## src/rtl/stream_pkg.sv

```systemverilog
// Shared types and width helpers for the sample stream producer and its consumer.
package stream_pkg;

    typedef enum logic [0:0] {
        S_IDLE   = 1'b0,
        S_STREAM = 1'b1
    } state_e;

    localparam int unsigned MAX_FRAME_W = 1024;
    localparam int unsigned MAX_DATA_W  = 64;

    // Word index width; at least one bit so the counter always exists.
    function automatic int unsigned idx_width(input int unsigned n);
        return (n > 1) ? $clog2(n) : 1;
    endfunction

    // Width of a sum of n zero-extended d-bit words.
    function automatic int unsigned sum_width(input int unsigned n, input int unsigned d);
        return $clog2(n) + d;
    endfunction

    // Word idx of a frame packed word 0 at the LSBs; the low dsize bits of the result are the word.
    function automatic logic [MAX_DATA_W-1:0] word_sel(input logic [MAX_FRAME_W-1:0] frame,
                                                       input int unsigned idx,
                                                       input int unsigned dsize);
        return MAX_DATA_W'(frame >> (idx * dsize));
    endfunction

endpackage

```

## src/rtl/en_reg.sv

```systemverilog
// Enable-qualified register with synchronous active-low clear.
module en_reg #(
    parameter int unsigned W = 8
) (
    input  logic         clk,
    input  logic         rst_n,
    input  logic         en,
    input  logic [W-1:0] d,
    output logic [W-1:0] q
);

    always_ff @(posedge clk) begin
        if (!rst_n) begin
            q <= '0;
        end else if (en) begin
            q <= d;
        end
    end

endmodule

```

## src/rtl/sample_streamer.sv

```systemverilog
// Serialises parallel frames into a valid/ready word stream with one pending
// frame slot for bubble-free back-to-back frames and a per-frame checksum.
module sample_streamer
    import stream_pkg::*;
#(
    parameter int unsigned NUM_SAMPLES = 2,
    parameter int unsigned DATA_SIZE   = 4
) (
    input  logic                                         clk,
    input  logic                                         rst,
    input  logic                                         load,
    input  logic [NUM_SAMPLES*DATA_SIZE-1:0]             loadData,
    output logic                                         loadReady,
    input  logic                                         outReady,
    output logic                                         validOutput,
    output logic [DATA_SIZE-1:0]                         dataOutput,
    output logic                                         lastOutput,
    output logic                                         done,
    output logic [sum_width(NUM_SAMPLES, DATA_SIZE)-1:0] frameSum
);

    localparam int unsigned IDX_W    = idx_width(NUM_SAMPLES);
    localparam int unsigned SUM_W    = sum_width(NUM_SAMPLES, DATA_SIZE);
    localparam int unsigned FRAME_W  = NUM_SAMPLES * DATA_SIZE;
    localparam int unsigned LAST_IDX = NUM_SAMPLES - 1;

    state_e             state_q, state_d;
    logic [IDX_W-1:0]   idx_q, idx_d;
    logic               pend_full_q, pend_full_d;
    logic [SUM_W-1:0]   sum_q, sum_d;
    logic               done_q, done_d;

    logic [FRAME_W-1:0] active_q, active_d, pend_q;
    logic               active_en, pend_en, fsum_en;
    logic [SUM_W-1:0]   fsum_d;

    logic [DATA_SIZE-1:0] cur_word;
    logic                 streaming, is_last, xfer, final_xfer, load_acc;
    logic [SUM_W-1:0]     beat_sum;

    en_reg #(.W(FRAME_W)) u_active (
        .clk   (clk),
        .rst_n (rst),
        .en    (active_en),
        .d     (active_d),
        .q     (active_q)
    );

    en_reg #(.W(FRAME_W)) u_pend (
        .clk   (clk),
        .rst_n (rst),
        .en    (pend_en),
        .d     (loadData),
        .q     (pend_q)
    );

    en_reg #(.W(SUM_W)) u_fsum (
        .clk   (clk),
        .rst_n (rst),
        .en    (fsum_en),
        .d     (fsum_d),
        .q     (frameSum)
    );

    // Stream-side decode; everything here depends on registered state plus handshake inputs.
    always_comb begin
        cur_word    = DATA_SIZE'(word_sel(MAX_FRAME_W'(active_q), 32'(idx_q), DATA_SIZE));
        streaming   = (state_q == S_STREAM);
        is_last     = (idx_q == IDX_W'(LAST_IDX));
        loadReady   = !streaming || !pend_full_q;
        validOutput = streaming;
        dataOutput  = streaming ? cur_word : '0;
        lastOutput  = streaming && is_last;
        xfer        = streaming && outReady;
        final_xfer  = xfer && is_last;
        load_acc    = load && loadReady;
        beat_sum    = sum_q + SUM_W'(cur_word);
        fsum_d      = beat_sum;
        done        = done_q;
    end

    always_comb begin
        state_d     = state_q;
        idx_d       = idx_q;
        pend_full_d = pend_full_q;
        sum_d       = sum_q;
        done_d      = 1'b0;
        active_en   = 1'b0;
        active_d    = loadData;
        pend_en     = 1'b0;
        fsum_en     = 1'b0;

        case (state_q)
            S_IDLE: begin
                if (load_acc) begin
                    active_en = 1'b1;
                    idx_d     = '0;
                    state_d   = S_STREAM;
                end
            end
            S_STREAM: begin
                if (load_acc && !final_xfer) begin
                    pend_en     = 1'b1;
                    pend_full_d = 1'b1;
                end
                if (xfer) begin
                    if (is_last) begin
                        done_d  = 1'b1;
                        fsum_en = 1'b1;
                        sum_d   = '0;
                        idx_d   = '0;
                        // Pending frame wins; otherwise a same-cycle load bypasses the slot.
                        if (pend_full_q) begin
                            active_en   = 1'b1;
                            active_d    = pend_q;
                            pend_full_d = 1'b0;
                        end else if (load_acc) begin
                            active_en = 1'b1;
                        end else begin
                            state_d = S_IDLE;
                        end
                    end else begin
                        idx_d = idx_q + 1'b1;
                        sum_d = beat_sum;
                    end
                end
            end
            default: state_d = S_IDLE;
        endcase
    end

    always_ff @(posedge clk) begin
        if (!rst) begin
            state_q     <= S_IDLE;
            idx_q       <= '0;
            pend_full_q <= 1'b0;
            sum_q       <= '0;
            done_q      <= 1'b0;
        end else begin
            state_q     <= state_d;
            idx_q       <= idx_d;
            pend_full_q <= pend_full_d;
            sum_q       <= sum_d;
            done_q      <= done_d;
        end
    end

endmodule

```

## config.mk

```make
export PLATFORM = sky130hd
export DESIGN_NAME = sample_streamer
export DESIGN_NICKNAME = d
export VERILOG_FILES = /design/src/rtl/stream_pkg.sv /design/src/rtl/en_reg.sv /design/src/rtl/sample_streamer.sv
export SDC_FILE = /design/constraint.sdc
export NUM_CORES = 1
export LEC_CHECK = 0
export BUFFER_PORTS_ARGS = -buffer_cell sky130_fd_sc_hd__buf_4
export CORE_ASPECT_RATIO = 1.75
export CORE_UTILIZATION = 60
export DETAILED_ROUTE_END_ITERATION = 16
export PLACE_DENSITY_LB_ADDON = 0.15
export REMOVE_ABC_BUFFERS = 1
export SLEW_MARGIN = 20
export SYNTH_ARGS = -nofsm -noshare
export SYNTH_HDL_FRONTEND = slang
export SYNTH_SLANG_ARGS = --single-unit
```

## constraint.sdc

```tcl
create_clock -name clk -period 6.6 [get_ports clk]
set_clock_uncertainty 0.2 [all_clocks]
set_input_delay 0 -clock clk [delete_from_list [all_inputs] [get_ports clk]]
set_output_delay 0 -clock clk [all_outputs]
set_load 0.02 [all_outputs]
```

Yosys cells after proc, flatten, opt, wreduce, memory -nomap -nowiden
Index checks and enable logic that the tools add are counted.
{"block": "word_totals", "register_bits": 30, "out_inout_bits": 13}
{"block": "op_classes", "add_sub_neg": 2, "eq_ne": 2, "shifts": 1, "n_mux": 27, "bitwise_logic": 1, "reduce_logical": 11}
{"op": "$mux 8", "n": 4}
{"op": "$mux 1", "n": 18}
{"op": "$shr 8x3->4", "n": 1}
{"op": "$pmux 1 s2", "n": 3}
{"op": "$add 5x4->5", "n": 1}
{"op": "$logic_and 1x1->1", "n": 5}
{"op": "$mux 5", "n": 1}
{"op": "$mux 4", "n": 1}
{"op": "$reduce_and 2->1", "n": 2}
{"op": "$logic_not 1->1", "n": 3}
{"op": "$ne 2x1->1 const B", "n": 1}
{"op": "$ne 2x2->1 const B", "n": 1}
{"op": "$add 1x1->1 const B", "n": 1}
{"op": "$logic_or 1x1->1", "n": 1}
{"op": "$not 1->1", "n": 1}

Longest topological paths before layout
Gate-level depths: netlist (run 1).
{"block": "depth", "ltp_word": 8, "ltp_mapped": 7, "ltp_nobuf": 6}

Hierarchy
From an unflattened synthesis (run 1), not the netlist that was laid out.
{"block": "unflattened", "hier_cells": 147, "area_unflattened_um2": 1549.0}
{"module": "sample_streamer", "instances": 1, "cells_each": 81, "area_each_um2": 753.2}
{"module": "en_reg at u_active ...", "instances": 2, "cells_each": 25, "area_each_um2": 301.5}
{"module": "en_reg at u_fsum", "instances": 1, "cells_each": 16, "area_each_um2": 192.7}

Worst setup path after synthesis (run 1)
Ideal clock, no wire load.
{"block": "synth_timing", "path_type": "reg-to-reg", "from": "register idx_q", "to": "register sum_q[2]", "setup_ns": 0.070, "arrival_ns": 1.989, "required_ns": 6.330, "setup_slack_ns": 4.341, "path_stages_with_launch": 8, "period_less_slack_ns": 2.259, "path_cell_list": "dfxtp_1 -> buf_6 -> mux2_2 -> ha_1 -> fa_1 -> xnor2_1 -> or3_1 -> a21oi_1"}
{"block": "synth_via", "elab_chain_cells": 3}
{"element": "start: declaration", "line": "sample_streamer.sv:28", "text": "logic [IDX_W-1:0] idx_q, idx_d;"}
{"element": "start signal: assignment", "line": "sample_streamer.sv:141", "text": "idx_q <= idx_d;"}
{"element": "$shr 8x3->4", "line": "stream_pkg.sv:26", "text": "return MAX_DATA_W'(frame >> (idx * dsize));"}
{"element": "$add 5x4->5", "line": "sample_streamer.sv:77", "text": "beat_sum = sum_q + SUM_W'(cur_word);"}
{"element": "$mux 5 *", "line": "sample_streamer.sv:107", "text": "if (is_last) begin"}
{"element": "end signal: assignment", "line": "sample_streamer.sv:143", "text": "sum_q <= sum_d;"}
{"element": "end: declaration", "line": "sample_streamer.sv:30", "text": "logic [SUM_W-1:0] sum_q, sum_d;"}
Every way passes the cells marked *; elsewhere a longest branch is shown, timed or not.
A chain may end at the register's enable or synchronous reset.

Worst setup path after layout (run 1)
Same ends and word-level chain as after synthesis.

==> results.md, run 1 <==
- Worst reg2reg setup slack: 3.77 ns
- LEAKAGE: 0.810 nW
- Yosys cell types: 42
- FFs w/ async S/R, synth: 0
- Final Wtd Congestion: 0.763
- Max cap viols: 0
- Starting Density: 0.634
- Worst path arrival time: 2.83 ns
- RR Startpoint: idx_q
- CP required: 6.61 ns
- Outcome: finished clean
- Max Freq: 354 MHz
- Most used flip-flop cell after synthesis: dfxtp_1
- Worst-margin pin slew: 0.928 ns
- Pin count of the biggest net entering global routing: 31
- H-tree depth: 2
- CTS Root Cell: clkbuf_8
- First-pass GRT wire length: 5680 um
- Vias in the first global route: 1318
- Hold slack: 0.255 ns
- Max clock buf depth: 2
- Initial DRC count: 37
- IO Pins: 25
- Power Density: 217 nW/um2
- Setup TNS Final: 0 ns
- Final wirelength: 3490 um
- FP Rows: 24
- Die Y: 70.3 um
- 1st-pass router iterations: 4
- Worst path slowest cell: dfxtp_1
- Routed length per instance: 15.5 um
- CP Max Fanout: 19
- Startpoint types: flop
- Register area share after synthesis: 0.375
- PortBufs: 24
- Antenna violations before repair: 0
- YS warnings: 0
- Dpl cell area: 1730 um2
- Routed Antenna Nets: 0
- Most frequent cells in the layout: 30 x dfxtp_1, 25 x a21oi_1, 24 x buf_4
- Fin area: 1940 um2
- Cell Chain, Critical Path: mux2_2, ha_1, fa_1, xnor2_1, or3_1, a21oi_1
- Family with the most delay on the worst path: flip-flops
- Worst reg-to-reg path cell count: 6
- Placed wire-length estimate: 2350 um
- CP max stage delay: 0.84 ns
- Kind of critical path: reg -> reg
- CTS tree: done
- TritonCTS Buffers: 5
- CP Buf/Inv Count: 0
- Area Overhead vs Synth: 21.0%
- Fillers: 180
- Final period util: 0.428
- Worst VDD drop: 183 uV
- Post-Syn Instances: 166
- Final Hold Fails: 0
- Vias: 1388
- Core Footprint: 2520 um2
- Tmin final: 2.83 ns
- Nets: 215
- Hold worst-path end: u_fsum.q[1]
- Met1 wire length: 1350 um
- Max_slew headroom: 0.380
- Hold crit path type: reg -> reg
- Synth Cell Area: 1600 um2
- Worst hold start: u_fsum.q[1]
- Grt total ovfl: 0
- Clock sinks: 30
- Layout cell share with drive strength beyond 1: 0.231
- Chip width: 41.0 um
- Total length of routed met3 wires: 146 um
- Post-synth EDFFs: 0
- CP endpoint kind: flop
- R2r endpoint: sum_q[2]
- Drt drc: 0
- Top Layer Used: met4
- Mean Syn Cell Area: 9.64 um2
- Die Area: 2890 um2
- Hold depth: 2
- Total GRT Usage: 0.285
- Final Setup Violations: 0
- Drt via density: 6.17
- Reg clk slew, reported paths: 0.07 ns
- Slew Limit Fails: 0
- Met2 routed WL: 1910 um
- Yosys reg bits: 30
- Insertion delay to the later sink of the worst-skew pair: 0.29 ns
- Leading cell type in the layout, fill and taps excluded: dfxtp_1
- Setup repair after global routing missed its margin: no
- N_diodes: 0
==> cells by family (layout without fill, tap and decap cells) <==
kind of cell               after synthesis  after routing  synth area share
adders and majority gates                5              5            0.0438
DFF                                     30             30             0.375
xor gates and xnor gates                 2              2            0.0109
buffers and inverters                   12             45            0.0539
and+or+nand+nor                         47             47             0.184
muxes                                   12             12            0.0782
AOI/OAI and AO/OA                       58             58             0.254
==> report_power, final <==
group | internal [W] | leakage [nW] | switching, W
clock network | 0.0000840 | 0.0482 | 0.0000720
registers | 0.000190 | 0.245 | 0.00000985
logic | 0.0000301 | 0.517 | 0.0000351
total | 0.000304 | 0.810 | 0.000117
==> worst max path at each step <==
stage               startpoint        to  slack (ns)  cells after the start
floorplan                idx_q  sum_q[2]        4.03                      6
global placement         idx_q  sum_q[2]        3.89                      6
detailed placement       idx_q  sum_q[2]        3.79                      6
CTS                      idx_q  sum_q[2]        3.78                      6
global route             idx_q  sum_q[2]        3.65                      6
finish                   idx_q  sum_q[2]        3.77                      6
==> synthesized netlist by cell type (2+ instances only) <==
library cell	instances	area, um2
a21oi_1	25	125
nor2_1	4	15.0
nand3_1	12	60.1
buf_6	5	56.3
buf_2	3	15.0
a211oi_1	9	67.6
inv_1	2	7.51
mux2_2	4	45.0
clkbuf_1	2	7.51
a2111o_1	2	22.5
o21ai_0	9	45.0
a2111oi_0	2	17.5
dfxtp_1	30	601
nand2_1	11	41.3
nand4b_1	3	26.3
mux2i_1	8	80.1
a21o_1	2	15.0
ha_1	4	50.1
or3_1	2	12.5
and2_1	5	31.3
==> through the flow <==
stage | worst slack [ns] | total power [W] | util | cells
6_report | 3.77 | 0.000421 | 0.767 | 225
5_1_grt | 3.65 | 0.000434 | 0.767 | 225
4_1_cts | 3.78 | 0.000421 | 0.767 | 225
3_5_place_dp | 3.79 | 0.000262 | 0.688 | 206
3_3_place_gp | 3.89 | 0.000260 | 0.688 | 206
2_1_floorplan | 4.03 | 0.000241 | - | 156
==> worst reg2reg max path, stage by stage (launching register included) <==
cell and delay (ns):
dfxtp_1 0.84, mux2_2 0.43, ha_1 0.22, fa_1 0.43, xnor2_1 0.16, or3_1 0.31
a21oi_1 0.15
==> repair_timing <==
action	CTS	global route
buffers inserted	0	0
hold buffers	11	0
endpoints found under the hold margin	25	0
resized for setup	0	0
==> sequential cells by signal (all words and copies together) (netlist names) <==
signal	flops
done	1
idx_q	1
pend_full_q	1
sum_q	5
u_active.q	8
u_fsum.q	5
u_pend.q	8
validOutput	1
==> layout make-up <==
type / instances / area (um2) / area share
clock inverter: 1 / 5.00 / 0.00259
tap: 26 / 32.5 / 0.0168
sequential: 30 / 601 / 0.310
timing repair buffer: 35 / 290 / 0.150
multi-input combinational: 124 / 913 / 0.472
inverter: 2 / 7.51 / 0.00388
clock buffer: 7 / 86.3 / 0.0446
==> per-layer routing <==
metal,global-route usage,up-vias
met1,0.297,659
met5,0,-
met2,0.470,40
li1,-,682
met3,0.0794,7
met4,0.148,0
(Power assumes the default switching activity.)
==> inputs of run 2 (changes only) <==
--- a/config.mk
+++ b/config.mk
@@ -7,7 +7,7 @@
 export LEC_CHECK = 0
 export BUFFER_PORTS_ARGS = -buffer_cell sky130_fd_sc_hd__buf_4
 export CORE_ASPECT_RATIO = 1.75
-export CORE_UTILIZATION = 60
+export CORE_UTILIZATION = 50
 export DETAILED_ROUTE_END_ITERATION = 16
 export PLACE_DENSITY_LB_ADDON = 0.15
 export REMOVE_ABC_BUFFERS = 1
==> constraint.sdc (replaced) <==
create_clock -name clk -period 2.6 [get_ports clk]
set_clock_uncertainty 0.2 [all_clocks]
set_input_delay 0 -clock clk [delete_from_list [all_inputs] [get_ports clk]]
set_output_delay 0 -clock clk [all_outputs]
set_load 0.02 [all_outputs]
==> results.md, run 2 (synthesis results as in run 1) <==
- Outcome: finished clean
- Postcts setup bufs: 0 (unchanged)
- Total GRT Usage: 0.245 (-0.0395)
- Drt drc: 0 (unchanged)
- Chip width: 44.8 um (+9.1%)
- Worst path arrival time: 2.45 ns (-0.38 ns)
- Final wirelength: 3710 um (+6.2%)
- N_diodes: 0 (unchanged)
- Final Hold Fails: 0 (unchanged)
- CP max stage delay: 0.51 ns (-0.33 ns)
- Worst path slowest cell: a2111oi_0
- Power Density: 522 nW/um2 (+140%)
- Pin count of the biggest net entering global routing: 19 (-39%)
- Worst VDD drop: 402 uV (+120%)
- Antenna violations before repair: 0 (unchanged)
- Kind of critical path: reg -> reg
- First-pass GRT wire length: 6350 um (+12%)
- CP Buf/Inv Count: 1 (+1)
- LEAKAGE: 0.821 nW (+1.3%)
- Core Footprint: 2990 um2 (+19%)
- Largest regs: u_active.q: 8 flops, u_pend.q: 8 flops
- Drt via density: 5.78 (-6.3%)
- Leading cell type in the layout, fill and taps excluded: dfxtp_1
- Seq. cell area: 601 um2 (unchanged)
- Nets: 219 (+1.9%)
- Final period util: 0.930 (+0.501)
- Cell Chain, Critical Path: buf_4, mux2_2, ha_1, a21oi_1, a2111oi_0, a311o_1
- CP Max Fanout: 7 (-12)
- Routed Antenna Nets: 0 (unchanged)
- Max cap viols: 0 (unchanged)
- H-tree depth: 2 (unchanged)
- CP required: 2.63 ns (-3.98 ns)
- Fin area: 1970 um2 (+1.8%)
- Tmin final: 2.42 ns (-0.410 ns)
- Initial DRC count: 27 (-27%)
- TritonCTS Buffers: 5 (unchanged)
- 1st-pass router iterations: 4 (unchanged)
- FP Rows: 26 (+8.3%)
- Final Wtd Congestion: 0.930 (+22%)
- Layout cell share with drive strength beyond 1: 0.238 (+0.00647)
- Placed cell count: 226 (+9.7%)
- IO Pins: 25 (unchanged)
- Fillers: 275 (+53%)
- Final Setup Violations: 0 (unchanged)
- PortBufs: 24 (unchanged)
- Startpoint types: flop
- Grt total ovfl: 0 (unchanged)
- Max_slew headroom: 0.565 (+0.185)
- Family with the most delay on the worst path: compound AO/OA/AOI/OAI gates
- Starting Density: 0.535 (-0.0997)
- Reg clk slew, reported paths: 0.06 ns (about the same)
- Setup repair after global routing missed its margin: no
- Max clock buf depth: 2 (unchanged)
- Most frequent cells in the layout: 30 x dfxtp_1, 28 x buf_4, 25 x a21oi_1
- Insertion delay to the later sink of the worst-skew pair: 0.28 ns (about the same)
- Clock sinks: 30 (unchanged)
- CP endpoint kind: flop
- Setup TNS Final: 0 ns (unchanged)
- Util after Layout: 0.658 (-0.109)
- Worst-margin pin slew: 0.651 ns (-0.278 ns)
- Vias: 1411 (+1.7%)
- Die Y: 76.8 um (+9.3%)
- Dpl cell area: 1780 um2 (+2.9%)
- Placed wire-length estimate: 2610 um (+11%)
- Max Freq: 414 MHz (+17%)
- CTS Root Cell: clkbuf_8
- Hold slack: 0.252 ns (-0.00304 ns)
- Area Overhead vs Synth: 23.1%
- Die Area: 3440 um2 (+19%)
- Slew Limit Fails: 0 (unchanged)
- Post-Layout Cell Count: 244 (+8.4%)
- Vias in the first global route: 1420 (+7.7%)
- Hold crit path type: reg -> reg
- CTS tree: done
- Routed length per instance: 15.2 um (-2.1%)
- Multi-input combinational cell area: 913 um2 (unchanged)
-- run 2: repair_timing --
action,in CTS,in global routing
hold buffers,11,0
resized for setup,0,0
hold endpoints to repair,24,0
-- run 2: report_power, final --
| part | leakage [nW] | internal, W | switching [W] |
|---|---|---|---|
| clock | 0.0383 | 0.000184 | 0.000168 |
| combinational | 0.537 | 0.0000805 | 0.0000969 |
| sequential | 0.245 | 0.000482 | 0.0000184 |
| total | 0.821 | 0.000747 | 0.000283 |
-- run 2: worst paths after layout --
| check | startpoint | to | slack, ns | depth (start not counted) |
|---|---|---|---|---|
| max | idx_q | u_fsum.q[3] | 0.18 | 6 |
| min | u_fsum.q[1] | u_fsum.q[1] | 0.25 | 2 |
| min reg2reg | u_fsum.q[1] | u_fsum.q[1] | 0.25 | 2 |
| max reg2reg | idx_q | u_fsum.q[3] | 0.18 | 6 |
-- run 2: cell type report --
type,count,share of cell area
Sequential cell,30,0.305
Multi-Input combinational cell,124,0.463
Timing Repair Buffer,39,0.163
Tap cell,42,0.0267
Clock buffer,7,0.0387
Inverter,2,0.00381
-- run 2: metrics by stage --
stage	power (W)	setup WS [ns]
6_report	0.00103	0.183
4_1_cts	0.00104	0.230
2_1_floorplan	0.000611	0.0254
5_1_grt	0.00107	0.120
3_5_place_dp	0.000674	0.281
3_3_place_gp	0.000668	0.375
-- run 2: worst reg2reg max path: cells and delay by family, from the launching register on --
family / cells / cell delay (ns)
compound gates: 3 / 0.82
flops: 1 / 0.41
fa+ha+maj: 1 / 0.40
mux: 1 / 0.35
buf+inv: 1 / 0.19
-- run 2: per-layer routing --
metal / vias to the layer above / track usage / part of all wire
li1: 691 / - / -
met5: - / 0 / 0
met2: 35 / 0.443 / 0.58
met4: 0 / 0.121 / 0.015
met3: 5 / 0.0612 / 0.035
met1: 680 / 0.243 / 0.37
